===== config.mk =====
export PLATFORM = sky130hd
export DESIGN_NAME = bsram_dump_flat
export DESIGN_NICKNAME = d
export VERILOG_FILES = /design/src/rtl/bsram_dump_pkg.sv /design/src/rtl/bsram_dump_if.sv /design/src/rtl/bsram_dump.sv /design/src/flat_wrapper.sv
export SDC_FILE = /design/constraint.sdc
export NUM_CORES = 1
export LEC_CHECK = 0
export ABC_AREA = 1
export CAP_MARGIN = 20
export CORE_MARGIN = 2
export CORE_UTILIZATION = 50
export CTS_CLUSTER_DIAMETER = 100
export DETAILED_ROUTE_END_ITERATION = 10
export PLACE_DENSITY = 0.79
export SYNTH_ARGS = -nofsm -noshare
export SYNTH_HDL_FRONTEND = slang
export SYNTH_SLANG_ARGS = --single-unit

===== constraint.sdc =====
create_clock -name clk -period 1.5 [get_ports clk]
set_input_delay 0.225 -clock clk [delete_from_list [all_inputs] [get_ports clk]]
set_output_delay 0.225 -clock clk [all_outputs]
set_load 0.03 [all_outputs]

===== src/rtl/bsram_dump_pkg.sv =====
// Shared types and defaults for the BSRAM read-back (dump) path.
// Optional feature macro used by users of this package: DUMP_CHECKSUM_EN.
package dump_pkg;

  typedef enum logic [2:0] {
    IDLE,
    ISSUE,
    WAIT,
    HI,
    LO,
    CSUM,
    FIN
  } dump_state_t;

  localparam int BYTES_PER_WORD     = 2;
  localparam int DEFAULT_DUMP_WORDS = 16;
  localparam int DEFAULT_READ_LAT   = 1;

  // Byte lane of a 16-bit word in transmit order: lane 0 is the high byte.
  function automatic logic [7:0] word_byte(input logic [15:0] w, input logic lane);
    return lane ? w[7:0] : w[15:8];
  endfunction

endpackage


===== src/rtl/bsram_dump_if.sv =====
// Control, BSRAM read port and UART byte stream of the dump block.
// slave = the dump engine, master = its surroundings (top or a bench).
interface bsram_dump_if #(
  parameter int ADDR_W = 11,
  parameter int DATA_W = 16
);
  logic              start;
  logic              busy;
  logic              done;
  logic              mem_ce;
  logic [ADDR_W-1:0] mem_ad;
  logic [DATA_W-1:0] mem_dout;
  logic [7:0]        tx_data;
  logic              tx_valid;
  logic              tx_ready;

  modport slave (
    input  start, mem_dout, tx_ready,
    output busy, done, mem_ce, mem_ad, tx_data, tx_valid
  );

  modport master (
    output start, mem_dout, tx_ready,
    input  busy, done, mem_ce, mem_ad, tx_data, tx_valid
  );
endinterface


===== src/rtl/bsram_dump.sv =====
// Streams BSRAM words 0..DUMP_WORDS-1 to the UART byte interface, high byte first.
// Define DUMP_CHECKSUM_EN to append an XOR checksum byte after the last word.
module bsram_dump
  import dump_pkg::*;
#(
  parameter int ADDR_W     = 11,
  parameter int DATA_W     = 16,
  parameter int DUMP_WORDS = DEFAULT_DUMP_WORDS,
  parameter int READ_LAT   = DEFAULT_READ_LAT
) (
  input  logic        clk,
  input  logic        rst_n,
  bsram_dump_if.slave bus
);

  // One spare bit so a full 2**ADDR_W dump never wraps the counter.
  localparam int               CNT_W     = ADDR_W + 1;
  localparam logic [CNT_W-1:0] LAST_WORD = CNT_W'(DUMP_WORDS - 1);
  localparam logic [1:0]       LAT_LOAD  = 2'(READ_LAT - 1);

  dump_state_t       state_q, state_d;
  logic [CNT_W-1:0]  cnt_q, cnt_d;
  logic [1:0]        lat_q, lat_d;
  logic [DATA_W-1:0] word_q, word_d;
`ifdef DUMP_CHECKSUM_EN
  logic [7:0]        csum_q, csum_d;
`endif

  always_ff @(posedge clk or negedge rst_n) begin
    if (!rst_n) begin
      state_q <= IDLE;
      cnt_q   <= '0;
      lat_q   <= '0;
      word_q  <= '0;
`ifdef DUMP_CHECKSUM_EN
      csum_q  <= '0;
`endif
    end else begin
      state_q <= state_d;
      cnt_q   <= cnt_d;
      lat_q   <= lat_d;
      word_q  <= word_d;
`ifdef DUMP_CHECKSUM_EN
      csum_q  <= csum_d;
`endif
    end
  end

  assign bus.mem_ad = cnt_q[ADDR_W-1:0];

  always_comb begin
    state_d      = state_q;
    cnt_d        = cnt_q;
    lat_d        = lat_q;
    word_d       = word_q;
`ifdef DUMP_CHECKSUM_EN
    csum_d       = csum_q;
`endif
    bus.busy     = 1'b0;
    bus.done     = 1'b0;
    bus.mem_ce   = 1'b0;
    bus.tx_valid = 1'b0;
    bus.tx_data  = 8'h00;

    case (state_q)
      IDLE: begin
        if (bus.start) begin
          state_d = ISSUE;
          cnt_d   = '0;
`ifdef DUMP_CHECKSUM_EN
          csum_d  = 8'h00;
`endif
        end
      end

      ISSUE: begin
        bus.busy   = 1'b1;
        bus.mem_ce = 1'b1;
        lat_d      = LAT_LOAD;
        state_d    = WAIT;
      end

      // Read data is taken only on the last wait cycle, when it is guaranteed valid.
      WAIT: begin
        bus.busy = 1'b1;
        if (lat_q == 2'd0) begin
          word_d  = bus.mem_dout;
          state_d = HI;
        end else begin
          lat_d = lat_q - 2'd1;
        end
      end

      HI: begin
        bus.busy     = 1'b1;
        bus.tx_valid = 1'b1;
        bus.tx_data  = word_byte(word_q[15:0], 1'b0);
        if (bus.tx_ready) begin
`ifdef DUMP_CHECKSUM_EN
          csum_d = csum_q ^ word_byte(word_q[15:0], 1'b0);
`endif
          state_d = LO;
        end
      end

      LO: begin
        bus.busy     = 1'b1;
        bus.tx_valid = 1'b1;
        bus.tx_data  = word_byte(word_q[15:0], 1'b1);
        if (bus.tx_ready) begin
`ifdef DUMP_CHECKSUM_EN
          csum_d = csum_q ^ word_byte(word_q[15:0], 1'b1);
`endif
          if (cnt_q == LAST_WORD) begin
`ifdef DUMP_CHECKSUM_EN
            state_d = CSUM;
`else
            state_d = FIN;
`endif
          end else begin
            cnt_d   = cnt_q + 1'b1;
            state_d = ISSUE;
          end
        end
      end

`ifdef DUMP_CHECKSUM_EN
      CSUM: begin
        bus.busy     = 1'b1;
        bus.tx_valid = 1'b1;
        bus.tx_data  = csum_q;
        if (bus.tx_ready) begin
          state_d = FIN;
        end
      end
`endif

      FIN: begin
        bus.done = 1'b1;
        cnt_d    = '0;
        state_d  = IDLE;
      end

      default: begin
        state_d = IDLE;
      end
    endcase
  end

endmodule

===== src/flat_wrapper.sv =====
// flat-port wrapper written by rule: the top's interface ports become plain ports
module bsram_dump_flat import dump_pkg::*;
#(
  parameter int ADDR_W     = 11,
  parameter int DATA_W     = 16,
  parameter int DUMP_WORDS = DEFAULT_DUMP_WORDS,
  parameter int READ_LAT   = DEFAULT_READ_LAT
)
  (clk, rst_n, bus_start, bus_mem_dout, bus_tx_ready, bus_busy, bus_done, bus_mem_ce, bus_mem_ad, bus_tx_data, bus_tx_valid);
  bsram_dump_if #(.ADDR_W(ADDR_W), .DATA_W(DATA_W)) bus_i ();
  input  logic clk;
  input  logic rst_n;
  input wire logic [$bits(bus_i.start)-1:0] bus_start;
  input wire logic [$bits(bus_i.mem_dout)-1:0] bus_mem_dout;
  input wire logic [$bits(bus_i.tx_ready)-1:0] bus_tx_ready;
  output wire logic [$bits(bus_i.busy)-1:0] bus_busy;
  output wire logic [$bits(bus_i.done)-1:0] bus_done;
  output wire logic [$bits(bus_i.mem_ce)-1:0] bus_mem_ce;
  output wire logic [$bits(bus_i.mem_ad)-1:0] bus_mem_ad;
  output wire logic [$bits(bus_i.tx_data)-1:0] bus_tx_data;
  output wire logic [$bits(bus_i.tx_valid)-1:0] bus_tx_valid;
  assign bus_i.start = bus_start;
  assign bus_i.mem_dout = bus_mem_dout;
  assign bus_i.tx_ready = bus_tx_ready;
  assign bus_busy = bus_i.busy;
  assign bus_done = bus_i.done;
  assign bus_mem_ce = bus_i.mem_ce;
  assign bus_mem_ad = bus_i.mem_ad;
  assign bus_tx_data = bus_i.tx_data;
  assign bus_tx_valid = bus_i.tx_valid;
  bsram_dump #(.ADDR_W(ADDR_W), .DATA_W(DATA_W), .DUMP_WORDS(DUMP_WORDS), .READ_LAT(READ_LAT)) u_core (.clk(clk), .rst_n(rst_n), .bus(bus_i));
endmodule

# Word level (Yosys, flattened, before mapping)
# Index checks and enable logic that the tools add are counted.
# word_totals
input_bits	20
reg_bits	33
wordCells	45
output_inout_bits	23
# classes
reduce_logical	10
n_eq_ne	12
addsub	2
n_mux	17
# ops
op	count
$mux W12	3
$pmux W12 S3	1
$pmux W8 S2	1
$mux W3	5
$pmux W3 S5	1
$add A12 B1 Y12 const B	1
$eq A12 B4 Y1 const B	1
$ne A2 B2 Y1 const B	5
$reduce_and A4 Y1	2
$eq A3 B2 Y1 const B	2
$eq A3 B3 Y1 const B	2
$mux W1	4
$pmux W2 S2	1
$reduce_and A2 Y1	2
$reduce_or A4 Y1	1
$eq A3 B1 Y1 const B	1
$logic_not A3 Y1	1
$reduce_bool A3 Y1	1
$logic_not A2 Y1	1
$mux W2	1
$ne A2 B1 Y1 const B	1
$reduce_bool A2 Y1	1
$reduce_or A2 Y1	1
$sub A2 B1 Y2 const B	1

# Longest topological paths before layout
# Gate-level depths: netlist of run 1.
# depth
depth_word	4
depth_mapped	9
depth_no_buf	8

# Worst setup path after synthesis of run 1
# Ideal clock, no wire load.
# synth_timing
path_type	reg2out
startpoint	register u_core.state_q[0]
endpoint	output bus_tx_data[0]
path_slack_ns	0.009
arrival_time_ns	1.266
n_path_buf	1
t_required_ns	1.275
stages_incl_launch_ff	6
path_cell_list	dfrtp_1 > nor2_2 > nand2_2 > clkinv_4 > buf_2 > a22o_1
# synth_via
elab_chain_len	2
elab_cells_between_ends	3
cone_classes	eq/ne (2); mux (1)
# synth_lines
item	line_no	rtl
start: declaration	bsram_dump.sv:21	dump_state_t state_q, state_d;
start signal: assignment	bsram_dump.sv:39	state_q <= state_d;
$eq A3 B3 Y1 or $eq A3 B2 Y1 (tied branches)	bsram_dump.sv:65	case (state_q)
$pmux W8 S2 (*)	bsram_dump.sv:65	
end: declaration	flat_wrapper.sv:20	output wire logic [$bits(bus_i.tx_data)-1:0] bus_tx_data;
# Every way passes the cells marked *; elsewhere a longest branch is shown, timed or not.

# Worst setup path in the final report of run 1
# layout_timing
startpoint	register u_core.state_q[0]
endpoint	output bus_tx_data[3]
# The elaborated chain is that of the path after synthesis.

==> results of run 1 <==
[power by group]
part | switching [mW] | internal [mW]
clock network | 0.343 | 0.363
logic | 1.72 | 1.35
registers | 0.249 | 1.17
total | 2.31 | 2.88
[cell type report]
cell class / count / area share (%)
Inverter: 19 / 2.913
Sequential cell: 33 / 28.83
Timing Repair Buffer: 71 / 24.26
Multi-Input combinational cell: 184 / 38.22
Clock buffer: 6 / 2.870
Timing Repair inverter: 2 / 0.5652
Tap cell: 48 / 2.087
Clock inverter: 1 / 0.2609
[layer usage]
layer	part of all wire (%)	vias up
met5	0	-
met4	2.5	0
met3	5.4	16
met2	51	77
met1	41	928
li1	-	933
[Yosys cell counts (all sizes together)]
cell type	number	area [sq um]
nand3	32	187.7
nand4	1	6.260
nand3b	1	7.510
nor2	23	118.9
clkbuf	2	7.510
inv	18	67.56
nand2	93	376.6
buf	15	117.6
or2	1	6.260
ha	2	25.02
o21ai	16	106.4
o21bai	3	22.52
clkinv	1	8.760
xor2	1	8.760
dfrtp	33	825.8
a22o	8	70.07
nor3	1	5.000
[final timing paths]
kind,to,slack (ns),cells past startpoint
worst min register to register,u_core.word_q[7]$_DFFE_PN0P_,0.48,2
min in group clk,u_core.word_q[7]$_DFFE_PN0P_,0.48,2
worst max-delay path,bus_tx_data[3],-0.20,5
worst min-delay path,u_core.cnt_q[8]$_DFFE_PN0P_,0.30,2
max in group asynchronous,u_core.state_q[2]$_DFFE_PN0P_,1.01,2
worst max register to register,u_core.state_q[1]$_DFFE_PN0P_,-0.10,10
[sequential cells by signal (all words and copies together) (netlist names)]
register	cells
u_core.word_q	16
u_core.cnt_q	12
u_core.state_q	3
u_core.lat_q	2
[per-stage QoR]
stage / utilization, % / power [mW] / std cells
3_5_place_dp: 63.47 / 3.235 / 331
2_1_floorplan: - / 2.732 / 251
5_1_grt: 77.44 / 5.460 / 364
3_3_place_gp: 63.47 / 3.198 / 331
6_report: 77.44 / 5.192 / 364
4_1_cts: 70.64 / 4.432 / 349
[timing repair]
action                     CTS  global route
gates cloned                 4             0
buffers inserted             8            18
gates resized for setup     34            37
pin swaps                    3            18
setup endpoints to repair   24            27
[kinds of logic (layout without fill, tap and decap cells)]
logic type	after synthesis	in the layout	synth area share [%]
buffers and inverters	36	99	10.24
DFF	33	33	41.96
xor gates and xnor gates	1	1	0.4451
and+or+nand+nor	152	154	35.98
AOI/OAI and AO/OA	27	27	10.11
adders and majority gates	2	2	1.271
==> run_results.csv, run 1 <==
group,metric,value,unit
status,status,"complete, but fails checks",
status,violations,"negative setup slack",
layout,final_common_cell,"nand2_1",
layout,num-fill-cells,248,
sta,finalSetupTns,-2.355,ns
floorplan,fp.dieW,66.74,microns
grt,grt.total_usage,24.44,%
layout,mostFrequentLayoutCells,"nand2_1, dfrtp_1, nand3_1, buf_6, clkdlybuf4s50_1",
placed_design,preCtsSetupSlack,-0.01303,ns
grt,antenna_found_initial,0,
logic_synthesis,synth_seq_cells,33,
grt,grt_max_degree,34,
placed_design,placedInstanceArea,2359,sq um
sta,drv_slew,0,
clock_tree,cts_root_buf,"clkbuf_8",
layout,stdcell_area,2878,sq um
setup_path,worstSetupPathType,"reg2out",
setup_path,crit_required,1.27,ns
placed_design,place_congestion,0.8304,
sta,rsz0062_at_grt,"yes",
sta,skew,0.003846,ns
routing,drc,0,
grt,overflow,0,
sta,tightest_slew,0.3216,ns
logic_synthesis,avgSynthCellArea,7.841,sq um
floorplan,io_pins,43,
sta,fin_ws,-0.2035,ns
power,p_leak,1.379,nW
routing,ant_nets,0,
grt,grt_pass1_wl,8100,microns
power,vdd_drop_max,1232,uV
grt,gr-usage-met3,5.912,%
routing,drtIter0Drc,221,
grt,grtUsageMet1,30.56,%
layout,layout-drive-gt1-share,32.28,%
routing,viasPerCell,5.368,
logic_synthesis,mappedNetlistNets,273,
setup_path,cp_num_buf_inv,2,
floorplan,start_util,52.96,%
clock_tree,cts-hold-fix-buffers,0,
clock_tree,clkLatencyLatePin,0.29,ns
floorplan,core_area,3716,sq um
sta,fmax,587.0,MHz
grt,grt_pass1_vias,1802,
clock_tree,clock_tree.buffer_depth,2,
logic_synthesis,yosys.cell_types.count,28,
routing,num_vias,1954,
layout,regArea,829.5,sq um
layout,syn_to_final_growth,46.22,%
layout,nNetsFinal,338,
clock_tree,clk_pin_slew,0.07,ns
floorplan,die_area,4454,sq um
layout,multi_input_area,1100,sq um
sta,slew_headroom,78.64,%
setup_path,crit_start,"u_core.state_q[0]$_DFFE_PN0P_",
floorplan,fp.dieH,66.74,microns
setup_path,start_kind,"flop",
setup_path,critPathMaxFanout,5,
grt,grt_most_used_layer,"met2",
routing,firstDrtPassIters,4,
placed_design,dp_hpwl,2920,microns
min_path,hold_path.class,"in2async",
setup_path,cp_data_arrival_time,1.48,ns
power,powerDensity,1804,nW/um^2
logic_synthesis,netlist_instances,251,
setup_path,crit_path_cell_trace,"nor2_4, nand2_8, clkinv_4, a22o_1, buf_6",
setup_path,end_kind,"primary output",
setup_path,critPathTopFamily,"flip-flops",
routing,wire_per_inst,15.75,microns
setup_path,timing.rr.start,"u_core.state_q[2]$_DFFE_PN0P_",
routing,drt_wl_total,5734,microns
floorplan,fp-row-count,22,
sta,setup_viol,25,
logic_synthesis,yosysWarnings,0,
clock_tree,cts_tree,"done",
grt,grt_use_met2,39.75,%
setup_path,crit_slowest_cell,"dfrtp_2",
clock_tree,cts_buffers,5,
layout,antennaDiodeCount,0,
sta,hold_slack,0.2952,ns
clock_tree,cts.htree.levels,2,
logic_synthesis,synth_seq_area_share,41.96,%
setup_path,max_stage_delay,0.49,ns
sta,period_share,113.6,%
sta,hold_viol,0,
placed_design,numPortBuffers,42,
sta,period_minus_slack,1.704,ns
logic_synthesis,netlist_area,1968,sq um
flow_run,cap_violations,0,
clock_tree,clock_sinks,33,
No activity file was read; power rests on OpenSTA's default activity.
==> inputs of run 2 (changes only) <==
- CTS_BUF_LIST: default -> sky130_fd_sc_hd__clkbuf_8
==> results of run 2 <==
The final DEF is identical to that of run 1; final timing and power are the same.
==> inputs of run 3 (changes only) <==
- CTS_CLUSTER_DIAMETER: 100 -> 30
==> results of run 3 <==
The final DEF is identical to that of run 1; final timing and power are the same.
